$ cat config.mk
export PLATFORM = sky130hd
export DESIGN_NAME = seq_gen_1011
export DESIGN_NICKNAME = d
export VERILOG_FILES = /design/src/rtl/seq_gen_1011.sv
export SDC_FILE = /design/constraint.sdc
export NUM_CORES = 1
export LEC_CHECK = 0
export BUFFER_PORTS_ARGS = -buffer_cell sky130_fd_sc_hd__buf_4
export CELL_PAD_IN_SITES_DETAIL_PLACEMENT = 1
export CELL_PAD_IN_SITES_GLOBAL_PLACEMENT = 2
export CORE_ASPECT_RATIO = 1.75
export CORE_MARGIN = 1
export CORE_UTILIZATION = 33
export CTS_CLUSTER_SIZE = 40
export DETAILED_ROUTE_END_ITERATION = 16
export GPL_ROUTABILITY_DRIVEN = 0
export PLACE_DENSITY_LB_ADDON = 0.08
export SETUP_SLACK_MARGIN = 0.2
export SLEW_MARGIN = 25
export SYNTH_ARGS = -nofsm -noshare
export SYNTH_HDL_FRONTEND = slang
export SYNTH_SLANG_ARGS = --single-unit
$ cat constraint.sdc
create_clock -name clk -period 2.6 [get_ports clk]
set_input_delay 0.13 -clock clk [delete_from_list [all_inputs] [get_ports clk]]
set_output_delay 0.13 -clock clk [all_outputs]
set_load 0.01 [all_outputs]
$ cat src/rtl/seq_gen_1011.sv
// seq_gen_1011: serial frame transmitter for the 1011 link.
// A word taken over a valid/ready handshake is sent as the preamble 1,0,1,1,
// then the payload MSB first, then one idle gap cycle that carries frame_done.
module seq_gen_1011 #(
    parameter int DATA_W = 8
) (
    input  logic              clk,
    input  logic              reset,
    input  logic [DATA_W-1:0] data_in,
    input  logic              data_valid,
    output logic              data_ready,
    output logic              out_bit,
    output logic              out_valid,
    output logic              busy,
    output logic              frame_done
);

    // The counter must hold both the preamble index (3) and the payload index (DATA_W-1).
    localparam int CNT_MAX = (DATA_W > 4) ? DATA_W : 4;
    localparam int CNT_W   = $clog2(CNT_MAX) + 1;

    localparam logic [3:0]       PREAMBLE      = 4'b1011;
    localparam logic [CNT_W-1:0] PRE_FIRST_IDX = CNT_W'(3);
    localparam logic [CNT_W-1:0] DATA_LAST_IDX = CNT_W'(DATA_W - 1);

    typedef enum logic [1:0] {
        S_IDLE = 2'd0,
        S_PRE  = 2'd1,
        S_DATA = 2'd2,
        S_GAP  = 2'd3
    } state_t;

    state_t            state_q, state_d;
    logic [DATA_W-1:0] sh_q, sh_d;
    logic [CNT_W-1:0]  cnt_q, cnt_d;
    logic              out_bit_q, out_bit_d;
    logic              out_valid_q, out_valid_d;

    logic              accept;
    logic [1:0]        pre_idx;

    // Ready only in IDLE and never while reset is asserted.
    assign data_ready = (state_q == S_IDLE) && reset;
    assign accept     = data_valid && data_ready;

    // cnt_q holds the index of the bit currently on out_bit, so the next
    // preamble bit lives one position below it.
    assign pre_idx    = cnt_q[1:0] - 2'd1;

    assign out_bit    = out_bit_q;
    assign out_valid  = out_valid_q;
    assign busy       = (state_q != S_IDLE);
    assign frame_done = (state_q == S_GAP);

    // Next-state and next-output logic; outputs are prepared one cycle ahead
    // so out_bit/out_valid come straight from flops.
    always_comb begin
        state_d     = state_q;
        sh_d        = sh_q;
        cnt_d       = cnt_q;
        out_bit_d   = 1'b0;
        out_valid_d = 1'b0;
        case (state_q)
            S_IDLE: begin
                if (accept) begin
                    state_d     = S_PRE;
                    sh_d        = data_in;
                    cnt_d       = PRE_FIRST_IDX;
                    out_bit_d   = PREAMBLE[3];
                    out_valid_d = 1'b1;
                end
            end
            S_PRE: begin
                out_valid_d = 1'b1;
                if (cnt_q == '0) begin
                    // Last preamble bit on the wire: line up the payload MSB.
                    state_d   = S_DATA;
                    out_bit_d = sh_q[DATA_W-1];
                    sh_d      = sh_q << 1;
                    cnt_d     = DATA_LAST_IDX;
                end else begin
                    out_bit_d = PREAMBLE[pre_idx];
                    cnt_d     = cnt_q - 1'b1;
                end
            end
            S_DATA: begin
                if (cnt_q == '0) begin
                    state_d = S_GAP;
                    cnt_d   = '0;
                end else begin
                    out_valid_d = 1'b1;
                    out_bit_d   = sh_q[DATA_W-1];
                    sh_d        = sh_q << 1;
                    cnt_d       = cnt_q - 1'b1;
                end
            end
            S_GAP: begin
                state_d = S_IDLE;
            end
            default: begin
                state_d = S_IDLE;
                sh_d    = '0;
                cnt_d   = '0;
            end
        endcase
    end

    // State and datapath registers; synchronous active-low reset wins over everything.
    always_ff @(posedge clk) begin
        if (!reset) begin
            state_q     <= S_IDLE;
            sh_q        <= '0;
            cnt_q       <= '0;
            out_bit_q   <= 1'b0;
            out_valid_q <= 1'b0;
        end else begin
            state_q     <= state_d;
            sh_q        <= sh_d;
            cnt_q       <= cnt_d;
            out_bit_q   <= out_bit_d;
            out_valid_q <= out_valid_d;
        end
    end

endmodule

# --- Yosys cells after proc, flatten, opt, wreduce, memory -nomap -nowiden ---
# Cells that the tools add are included.
op_classes:
  addsub: 2
  n_lt_le_gt_ge: 1
  eq_ne: 7
  mux: 20
  reduce_logical: 9
op_table:
  columns: ["cell", "count"]
  rows:
  - ["$mux 8", 3]
  - ["$pmux 8 s3", 1]
  - ["$mux 4", 3]
  - ["$pmux 4 s3", 1]
  - ["$ne 2x2->1 const B", 4]
  - ["$pmux 2 s4", 1]
  - ["$mux 2", 3]
  - ["$pmux 1 s3", 2]
  - ["$mux 1", 5]
  - ["$eq 2x2->1 const B", 2]
  - ["$logic_not 4->1", 1]
  - ["$reduce_and 4->1", 1]
  - ["$sub 4x1->4 const B", 1]
  - ["$lt 2x3->1 const B", 1]
  - ["$reduce_and 3->1", 1]
  - ["$reduce_bool 3->1", 1]
  - ["$bmux 1 s2", 1]
  - ["$eq 2x1->1 const B", 1]
  - ["$logic_and 1x1->1", 2]
  - ["$logic_not 2->1", 1]
  - ["$reduce_and 2->1", 1]
  - ["$reduce_bool 2->1", 1]
  - ["$sub 2x1->2 const B", 1]
word_totals:
  regBits: 16
  in_bits: 11
  out_inout_bits: 5
  elab_cells: 44

# --- Longest topological paths before layout ---
logic_depth:
  depth_word: 5
  mapped_depth: 7
  depth_no_buf: 6

# --- Worst setup path before layout ---
# No wires, ideal clock.
synth_timing:
  path_kind: "register -> register"
  start: "register cnt_q[0]"
  end: "register sh_q[3]"
  arrival_ps: 1873
  required_time_ps: 2521
  slack_ps: 648
  stages_incl_launch_ff: 8
  n_path_buf: 1
  synth_period_minus_slack_ps: 1952
  path_cell_list: "dfxtp_1 inv_1 ha_1 or3b_4 a2111oi_4 buf_6 nor2_1 a211oi_2"
synth_between:
  elab_chain_len: 3
  word_cells_on_any_way: 4
synth_lines:
  columns: ["item", "line", "source"]
  rows:
  - ["from (decl)", "35", "logic [CNT_W-1:0] cnt_q, cnt_d;"]
  - ["from (signal assigned)", "119", "cnt_q <= cnt_d;"]
  - ["$logic_not 4->1 *", "75, 87", null]
  - ["$ne 2x2->1 (no source line)", null, null]
  - ["$reduce_and 4->1 (no source line) *", null, null]
  - ["to (signal assigned)", "112", "sh_q <= '0;"]
  - ["to (signal assigned)", "118", "sh_q <= sh_d;"]
  - ["to (decl)", "34", "logic [DATA_W-1:0] sh_q, sh_d;"]
# Every way passes the cells marked *; elsewhere a longest branch is shown, timed or not.
# A chain may end at the register's enable or synchronous reset.

# --- Final worst setup path ---
layout_timing:
  start: "register cnt_q[0]"
  end: "register sh_q[6]"
# Same word-level chain as after synthesis.

==> results by stage <==
Run status:
- The run finished with clean final reports.

CTS:
- The number of buffers inserted by hold repair at cts is 0.
- The H-tree level count is 1.
- No sink is reached through more buffers than the 2 on the longest clock path.
- TritonCTS built the clock tree.
- After clock tree synthesis, the clock-pin slew on the worst setup and hold paths is 0.06 ns.
- After clock tree synthesis, the repair step resized 0 gates.
- The cell at the root of the clock tree is sky130_fd_sc_hd__clkbuf_8.
- In this run the post-CTS setup repair buffer count came out at 0.
- The number of buffers created by CTS is 3.
- The source-to-sink clock delay at the later pin of the worst-skew pair is between 0.2 and 0.3 ns.
- The CTS sink count is 16.

Power and ir drop:
- VDD sags by at most around 390 uV.
- For this design the total switching power over the nets is between 0.5 and 0.6 mW.
- The total power consumption of the routed design is around 1.4 mW.
- The part of the total power dissipated in sequential elements is 0.281.
- Of the total power, combinational logic draws 0.555.
- Dividing total power by cell area gives a power density of 1200 nW/um^2.
- Internal power comes to roughly 0.8 mW.
- Of the total power, the share spent switching nets is 0.414.
- For this design the static power due to leakage is 0.495 nW.
- The clock power share is 0.164.

Timing:
- Setup repair after global routing left no endpoint under its margin.
- Setup violations remaining at the end of the flow were counted as 0.
- Dividing the final minimum period by the clock period gives 0.792.
- The hold violation count in the final report was 0.
- The transition time of the tightest slew-check pin is slightly above 0.6 ns.
- The hold slack is 0.161 ns.
- The final number of max-transition violations is 0.
- In the final timing run, aggregate negative setup slack is 0 ns.
- On the final layout, the worst clock skew is 0.00425 ns.
- Measured against its own limit, the worst slew margin works out to 0.584.
- The maximum clock frequency is 485 MHz.
- The shortest clock period the worst path allows after layout is about 2.1 ns.

Worst setup path:
- The sort of element at the start of the critical path is a flop.
- The critical path data required time is about 2.8 ns.
- Traced cell by cell, the critical path runs through inv_1, ha_1, or3b_4, a2111oi_4, buf_4, nor2_1, a211oi_1.
- Of all nets on the critical path, the largest fanout is 16.
- The path length in cells of the critical path is 7.
- The category of the most critical setup path is reg2reg.
- The number of cells on the worst reg-to-reg path is 7.
- In this design, the stage delay of the slowest critical-path cell is about 0.44 ns.
- The number of buffers and inverters on the critical path is 2.
- The largest individual stage delay along the critical path comes from the cell sky130_fd_sc_hd__or3b_4.
- The arrival time at the worst endpoint is 2.22 ns.
- The largest delay contributor family on the critical path is compound AO/OA/AOI/OAI gates.
- The endpoint kind of the worst setup timing path is a flop.

Final layout:
- The final cell area excluding filler cells is 1140 um^2.
- The most common cell after layout, fill and taps aside is sky130_fd_sc_hd__buf_4.
- The synthesis-to-finish area growth is 21.1%.
- For this run, the post-layout net count is ~140.
- Counting the fill cells in the layout gives roughly 330.
- Of the cells placed in the final design, the portion with a size suffix greater than 1 is 0.220.
- The number of antenna repair diodes is 0.
- The library cells used most frequently in the layout, excluding fill and tap cells, are sky130_fd_sc_hd__buf_4 (17), sky130_fd_sc_hd__dfxtp_1 (16), sky130_fd_sc_hd__nor2_1 (13), sky130_fd_sc_hd__mux2i_1 (10), sky130_fd_sc_hd__ha_1 (8).

Logic synthesis:
- The count of synthesis-stage warnings from yosys is 0.
- The synthesized area divided by synthesized cell count is 9.38 um^2.
- Summing every instance area after synthesis gives 938 um^2.
- The post-synthesis sequential element count is 16.
- Ranked by total cell area, the synthesized netlist is headed by sky130_fd_sc_hd__dfxtp_1 (34%), sky130_fd_sc_hd__ha_1 (11%), sky130_fd_sc_hd__mux2i_1 (11%).
- After synthesis, the share of flip-flops with an asynchronous set or reset is 0.
- The biggest area consumer among synthesized cells is sky130_fd_sc_hd__dfxtp_1.
- By area, the combinational part of the netlist is dominated by compound AO/OA/AOI/OAI gates.
- Counting flops with a built-in enable in the synthesized netlist gives 0.
- The number of nets handed over by synthesis was around 120.
- The area fraction in and, or, nand and nor cells after synthesis is 0.173.
- Of the post-synthesis cell area, the dominant cell type holds 0.341.
- The synthesized instance count is 100.
- The netlist uses 29 different library cells.
- The synthesized-area fraction occupied by xor and xnor cells is 0.
- The most used flip-flop cell after synthesis is sky130_fd_sc_hd__dfxtp_1.
- Of the post-synthesis cell area, the part taken by muxes is 0.107.
- The sequential share of the synthesized area is 0.341.
- The adder-cell share of the synthesized area is 0.107.
- The fraction of the mapped netlist area in compound gates is 0.224.

Floorplan:
- The die boundary width is about 42 um.
- The initial utilization of the core area, before any placement, comes to 0.349.
- The total die area is 3070 um^2.
- The floorplan has 25 rows.
- The core region is between 2000 and 3000 um^2.
- The die span in y is between 70 and 80 um.
- The number of top-level design ports is 16.

GRT:
- The global route total overflow is 0.
- The maximum number of pins on one net before global-route repair is 17.
- The number of antenna violations at the first check in global routing is 0.
- The combined global-route utilization of all metal layers is 0.168.
- The first-pass GRT wire length is 3860 um.
- The via count of the first global-routing pass is slightly below 900.

Routing:
- The post-detailed-route DRC marker count is 0.
- Dividing the detail-routed wire length by the instance count gives 15.6 um.
- The number of DRC markers in iteration 0 is 7.
- The first detailed-routing pass ran for 4 iterations.
- Across all layers, the routed design uses approximately 770 vias.
- The routed design has 2270 um of wire.
- Once detail routing completed, the nets flagged for antenna violations numbered 0.
- The routed via count divided by cell count is about 5.3.

Min path:
- The worst hold path belongs to the class in2reg.
- Counting instances, the worst hold path has a depth of 3.

Place:
- After detailed placement, the total cell area comes to 1080 um^2.
- The post-DP HPWL is between 1500 and 2000 um.
- During placement, the flow inserted port buffers numbering 15.

Job:
- The number of max-capacitance violations reported is 0.
==> metrics by stage <==
step           setup slack [ns]  instances   util
2_1_floorplan             0.648        100      -
5_1_grt                   0.377        145  0.422
3_5_place_dp              0.534        141  0.402
4_1_cts                   0.513        145  0.422
6_report                  0.540        145  0.422
3_3_place_gp              0.565        141  0.402
==> tightest hold or removal path: cells and delay by family <==
family / cells / cell delay [ns]
buffers and inverters: 1 / 0.11
AND/OR/NAND/NOR: 1 / 0.07
AO/OA/AOI/OAI: 1 / 0.06
==> cell type report <==
class | count | area (um^2) | area share
flip-flops and latches | 16 | 320 | 0.282
repair buffers | 17 | 128 | 0.112
well taps | 27 | 33.8 | 0.0297
multi-input cells | 74 | 573 | 0.504
clock buffers | 4 | 55.1 | 0.0485
inverters | 7 | 26.3 | 0.0231
==> registers in the layout (all words and copies together), names as in the netlist <==
| signal | flops |
|---|---|
| out_bit | 1 |
| sh_q | 8 |
| state_q | 2 |
| out_valid | 1 |
| cnt_q | 4 |
==> cells by family (layout without fill, tap and decap cells) <==
kind of cell	Yosys count	in the layout
buffers and inverters	10	28
adder cells (fa/ha/maj)	8	8
flip-flops	16	16
multiplexers	10	10
AND/OR/NAND/NOR	30	30
AO/OA/AOI/OAI	26	26
==> layer usage <==
| layer | track usage | vias up | routed length (um) |
|---|---|---|---|
| met4 | 0.0764 | 0 | 16 |
| met3 | 0.0249 | 2 | 55 |
| met5 | 0 | - | 0 |
| met1 | 0.164 | 359 | 846 |
| li1 | - | 400 | - |
| met2 | 0.330 | 12 | 1350 |
==> power by group through the flow <==
stage          Sequential, mW  Combinational [mW]  Clock [mW]
5_1_grt                 0.394               0.850       0.242
3_5_place_dp            0.391               0.773           0
6_report                0.384               0.759       0.225
4_1_cts                 0.385               0.775       0.235
2_1_floorplan           0.380               0.576           0
3_3_place_gp            0.389               0.763           0
==> cell usage after synthesis, drive strengths merged (3+ instances only) <==
cell type	instances
ha	8
nor3	3
a211oi	7
dfxtp	16
inv	7
mux2i	10
a21oi	5
a21o	3
nor2	13
nand2b	4
==> worst paths after layout <==
path / from / slack (ns) / endpoint
worst min-delay path: data_in[0] / 0.16 / sh_q[0]
worst max register to register: cnt_q[0] / 0.54 / sh_q[6]
worst max-delay path: cnt_q[0] / 0.54 / sh_q[6]
worst min register to register: sh_q[0] / 0.47 / sh_q[0]
Power figures use the tool's default switching activity.
